### src/rtl/conv_pkg.sv
// ---------------------------------------------------------------------------
// conv_pkg
// Shared definitions for the 3x3 convolution datapath.
//   NUM_TAPS          : taps in one 3x3 window
//   TAP_WIDTH         : default bits per tap sample
//   collector_state_e : window_collector bank state (FILL / FULL)
//   tap_window_t      : one packed window, tap k in element [k]
// ---------------------------------------------------------------------------
package conv_pkg;

  localparam int NUM_TAPS  = 9;
  localparam int TAP_WIDTH = 8;

  typedef enum logic {
    FILL = 1'b0,
    FULL = 1'b1
  } collector_state_e;

  typedef logic [NUM_TAPS-1:0][TAP_WIDTH-1:0] tap_window_t;

endpackage

### src/rtl/window_collector.sv
// ---------------------------------------------------------------------------
// window_collector
// Reassembles the nine per-tap lanes coming out of the pixel demux into one
// complete 3x3 window. The window is handed to the MAC stage over a single
// valid/ready port. A 9-slot fill bank sits behind a one-window output
// register, so the next window can fill while the current one is stalled.
// Lanes cannot be stalled. A sample that arrives for an occupied slot is
// dropped, and the sticky overrun flag is set.
//
// Ports
//   clk        : rising-edge clock
//   rst        : asynchronous active-high reset
//   lane_data  : 9 tap samples, tap k at [k*WIDTH +: WIDTH]
//   lane_valid : per-tap valid, any combination per cycle
//   clear      : synchronous flush of bank, output register and overrun
//   win_data   : packed output window, tap k at [k*WIDTH +: WIDTH]
//   win_valid  : output window available
//   win_ready  : consumer takes the window when win_valid && win_ready
//   fill_mask  : occupied bank slots
//   overrun    : sticky, a lane sample was dropped
//   win_cnt    : windows accepted by the consumer, wraps
// ---------------------------------------------------------------------------
module window_collector
  import conv_pkg::*;
#(
  parameter int WIDTH = 8,
  parameter int CNT_W = 16
) (
  input  logic                        clk,
  input  logic                        rst,
  input  logic [NUM_TAPS*WIDTH-1:0]   lane_data,
  input  logic [NUM_TAPS-1:0]         lane_valid,
  input  logic                        clear,
  output logic [NUM_TAPS*WIDTH-1:0]   win_data,
  output logic                        win_valid,
  input  logic                        win_ready,
  output logic [NUM_TAPS-1:0]         fill_mask,
  output logic                        overrun,
  output logic [CNT_W-1:0]            win_cnt
);

  typedef logic [NUM_TAPS-1:0][WIDTH-1:0] window_t;

  collector_state_e    r_state, w_nextState;
  window_t             r_bank, r_winData;
  window_t             w_laneTaps, w_nextBank, w_nextWinData;
  logic [NUM_TAPS-1:0] r_fillMask, w_nextFillMask;
  logic [NUM_TAPS-1:0] w_capture, w_drop;
  logic                r_winValid, w_nextWinValid;
  logic                r_overrun, w_nextOverrun;
  logic [CNT_W-1:0]    r_winCnt;
  logic                w_transfer, w_complete, w_slotFree, w_accept;

  assign w_laneTaps = lane_data;

  // A full bank can only take new samples in the cycle where it is moved
  // into the output register. That is the only cycle in which its slots
  // count as empty.
  assign w_transfer = (r_state == FULL) && win_ready;
  assign w_capture  = (r_state == FILL) ? (lane_valid & ~r_fillMask)
                    : (w_transfer ? lane_valid : '0);
  assign w_drop     = lane_valid & ~w_capture;
  assign w_complete = (r_state == FILL) && (&(r_fillMask | w_capture));
  assign w_slotFree = !r_winValid || win_ready;
  assign w_accept   = r_winValid && win_ready;

  // Each slot's next value: the new sample if it was captured, otherwise the
  // value it already holds.
  for (genvar k = 0; k < NUM_TAPS; k++) begin : g_slot
    assign w_nextBank[k] = w_capture[k] ? w_laneTaps[k] : r_bank[k];
  end

  // Next-state logic. A completing window passes straight through to the
  // output register when that register is free, so there is no bubble.
  // Otherwise the bank holds the window in FULL. clear overrides everything
  // except the counter. A handshake seen by the consumer in the same cycle
  // as clear still counts.
  always_comb begin
    w_nextState    = r_state;
    w_nextFillMask = r_fillMask | w_capture;
    w_nextWinValid = r_winValid && !w_accept;
    w_nextWinData  = r_winData;
    w_nextOverrun  = r_overrun | (|w_drop);
    case (r_state)
      FILL: begin
        if (w_complete) begin
          if (w_slotFree) begin
            w_nextWinData  = w_nextBank;
            w_nextWinValid = 1'b1;
            w_nextFillMask = '0;
          end else begin
            w_nextState = FULL;
          end
        end
      end
      FULL: begin
        if (w_transfer) begin
          w_nextWinData  = r_bank;
          w_nextWinValid = 1'b1;
          w_nextFillMask = w_capture;
          w_nextState    = FILL;
        end
      end
      default: w_nextState = FILL;
    endcase
    if (clear) begin
      w_nextFillMask = '0;
      w_nextWinValid = 1'b0;
      w_nextOverrun  = 1'b0;
      w_nextState    = FILL;
    end
  end

  // State and datapath registers. The bank data is not cleared by clear,
  // because the empty fill mask already hides the stale values.
  always_ff @(posedge clk or posedge rst) begin
    if (rst) begin
      r_state    <= FILL;
      r_bank     <= '0;
      r_fillMask <= '0;
      r_winData  <= '0;
      r_winValid <= 1'b0;
      r_overrun  <= 1'b0;
      r_winCnt   <= '0;
    end else begin
      r_state    <= w_nextState;
      r_bank     <= w_nextBank;
      r_fillMask <= w_nextFillMask;
      r_winData  <= w_nextWinData;
      r_winValid <= w_nextWinValid;
      r_overrun  <= w_nextOverrun;
      if (w_accept) begin
        r_winCnt <= r_winCnt + 1'b1;
      end
    end
  end

  assign win_data  = r_winData;
  assign win_valid = r_winValid;
  assign fill_mask = r_fillMask;
  assign overrun   = r_overrun;
  assign win_cnt   = r_winCnt;

endmodule

### config.mk
export PLATFORM = sky130hd
export DESIGN_NAME = window_collector
export DESIGN_NICKNAME = d
export VERILOG_FILES = /design/src/rtl/conv_pkg.sv /design/src/rtl/window_collector.sv
export SDC_FILE = /design/constraint.sdc
export NUM_CORES = 1
export LEC_CHECK = 0
export ABC_CLOCK_PERIOD_IN_PS = 5600
export BUFFER_PORTS_ARGS = -buffer_cell sky130_fd_sc_hd__buf_4
export CAP_MARGIN = 40
export CORE_MARGIN = 2
export CORE_UTILIZATION = 48
export CTS_BUF_LIST = sky130_fd_sc_hd__clkbuf_16
export CTS_CLUSTER_SIZE = 30
export DETAILED_ROUTE_END_ITERATION = 16
export PLACE_DENSITY_LB_ADDON = 0.2
export RECOVER_POWER = 50
export SYNTH_ARGS = -nofsm -noshare
export SYNTH_HDL_FRONTEND = slang
export SYNTH_SLANG_ARGS = --single-unit
### constraint.sdc
create_clock -name clk -period 5.6 [get_ports clk]
set_input_delay 0.84 -clock clk [delete_from_list [all_inputs] [get_ports clk]]
set_output_delay 0.84 -clock clk [all_outputs]
set_load 0.005 [all_outputs]
==> run summary <==
Routed met2 length - 8.26 mm
CTS tree - done
area of the die - 16900 µm²
Yosys reg bits - 172
Critical Path Start Type - input pin
Core Util, Final - 62.3%
Slew Viols, Final - 145
Max Cap Viol - 2
syn nets - 608
share of cells above drive strength 1 - 56.4%
n_diodes - 0
max layer used - met4
Synth area leader - dfrtp_1
Req. time, crit path - 5.89 ns
multi-input logic area - 3230 µm²
CTS max path bufs - 2
Yosys top cell area share - 56.3%
die height - 130 µm
Remaining DRCs - 0
Synth area leaders - dfrtp_1 (56%), mux2_2 (29%), mux2_1 (2.7%)
Post-Route Skew - 0.00963 ns
Die X - 130 µm
most frequent cells in the layout - mux2_2 (199), dfrtp_1 (172), buf_4 (149), clkbuf_4 (32), mux2_1 (18)
GPL Wtd Cong - 0.744
RSZ-0062 raised after global routing - false
Fillers - 1263
number of flops mapped to enable cells by yosys - 0
sum of negative setup slack - 0 ns
DR vias - 4977
Sequential Area - 4300 µm²
CTS clk-pin slew, worst paths - 0.06 ns
initial core utilization - 48.6%
Worst VDD drop - 0.000209 V
Hold WC Path Type - reg -> reg
1st-iter DRT viols - 191
cells after synthesis - 522
DRT Pass-1 Iters - 4
WL met1 - 7.15 mm
row count - 46
actual slew at the worst max-slew pin - 1.93 ns
cts hold-fix bufs - 0
GR Overflow Total - 0
Vias/cell - 5.23
failing checks - max-capacitance violations, max-slew violations
worst-path fanout max - 54
DR WL met3 - 925 µm
leading cell type in the layout, fill and taps excluded - mux2_2
Final min period - 3.81 ns
TritonCTS Sinks - 172
final WL - 16.6 mm
io pins - 184
first-pass GRT wire length - 26.6 mm
register area share after synthesis - 56.3%
mapped cell area - 7640 µm²
Avg Inst Size Synth - 14.6 µm²
# setup viols final - 0
Nets - 809
post-CTS sizing - 0
initial antenna violation count - 0
Final Hold Fails - 0
Slew Limit Headroom - -28.5%
Total GRT Usage - 20.3%
core area - 15700 µm²
DRT antenna net count - 0
Static Leak - 4.48 nW
ys async rst share - 100%
Root Buffer - clkbuf_16
Final Cycle Share - 68.0%
yosys warns - 0
post-CTS setup buffers - 0
Setup CP Type - in -> reg
Worst-Skew Late Latency - 0.41 ns
HPWL Detailed - 12.0 mm
Arrival @ worst endpoint - 4.10 ns
Layout area overhead - 28.0%
Top FF cell, synth - dfrtp_1
drt wl/cell - 17.4 µm
status - finished with violations
CTS H-tree depth - 4
total CTS buffers - 17
f_max - 263 MHz
synth unique cells - 34
vias in the first global route - 5257
Pwr Density - 382 nW/µm²
Port Buffers - 183
largest net degree at the start of global routing - 80
CP Capture Type - register
[critical path, stage by stage]
cell and delay, ns:
clkbuf_1 0.65, nand2b_1 0.48, a21oi_1 0.14, or4_1 0.59, o21ai_4 0.59, buf_12 0.39
mux2_2 0.38
[sequential cells by signal (all words and copies together), names as in the netlist]
register and flops:
r_bank 72, win_valid 1, fill_mask 9, r_state 1
win_data 72, overrun 1, win_cnt 16
[layer usage]
layer | vias to the layer above | GRT usage [%]
li1 | 2313 | -
met1 | 2518 | 26.1
met2 | 127 | 33.7
met3 | 19 | 5.21
met4 | 0 | 7.02
met5 | - | 0
[area by class of cell]
type	count	area share, %
Clock buffer	17	4.35
Clock inverter	15	1.11
Inverter	3	0.128
Multi-Input combinational cell	334	33.0
Sequential cell	172	44.0
Tap cell	216	2.76
Timing Repair Buffer	195	14.7
[synth_stat cells, types with 5 or more instances]
cell type and n:
a211oi_1 9, dfrtp_1 172, nand4_1 5, xnor2_1 11, nor2_1 16, mux2_2 199, mux2_1 18, nor3b_1 9
nand2_1 9, mux2i_1 9, nand3_1 10, nand2b_1 10, buf_6 7
[cell families after synthesis]
group	after synthesis	share of synthesized area (%)
compound gates	22	2.19
mux	226	33.1
xor+xnor	15	1.72
flops	172	56.3
simple gates	70	4.98
fa+ha+maj	1	0.164
buf+inv	16	1.49
[through the flow]
step	hold slack, ns	cell area (µm²)	worst slack, ns	total power, mW	instances
after floorplan	0.468	7640	0.0999	2.17	522
after global placement	0.462	9240	1.92	2.68	913
after detailed placement	0.476	9300	1.86	2.74	920
after CTS	0.390	9830	2.08	3.82	952
after global routing	0.506	9780	1.63	3.96	952
final	0.480	9780	1.79	3.74	952
[final timing paths]
| check | start | to | slack, ns | depth (start not counted) |
|---|---|---|---|---|
| max | win_ready | win_data[30]$_DFFE_PP0P_ | 1.79 | 7 |
| min | win_cnt[15]$_DFFE_PP0P_ | win_cnt[15]$_DFFE_PP0P_ | 0.48 | 1 |
| max reg2reg | r_state$_DFF_PP0_ | win_data[30]$_DFFE_PP0P_ | 2.09 | 5 |
| min reg2reg | win_cnt[15]$_DFFE_PP0P_ | win_cnt[15]$_DFFE_PP0P_ | 0.48 | 1 |
| max in group asynchronous | rst | r_bank[19]$_DFF_PP0_ | 2.40 | 3 |
| min in group asynchronous | rst | r_bank[25]$_DFF_PP0_ | 0.74 | 2 |
[where the power goes]
group / switching, mW / internal (mW) / leakage (nW)
registers: 0.185 / 1.56 / 2.11
logic: 0.314 / 0.607 / 2.10
clock network: 0.468 / 0.601 / 0.263
total: 0.968 / 2.77 / 4.48
Note: power is estimated with default switching activity, not from simulation.
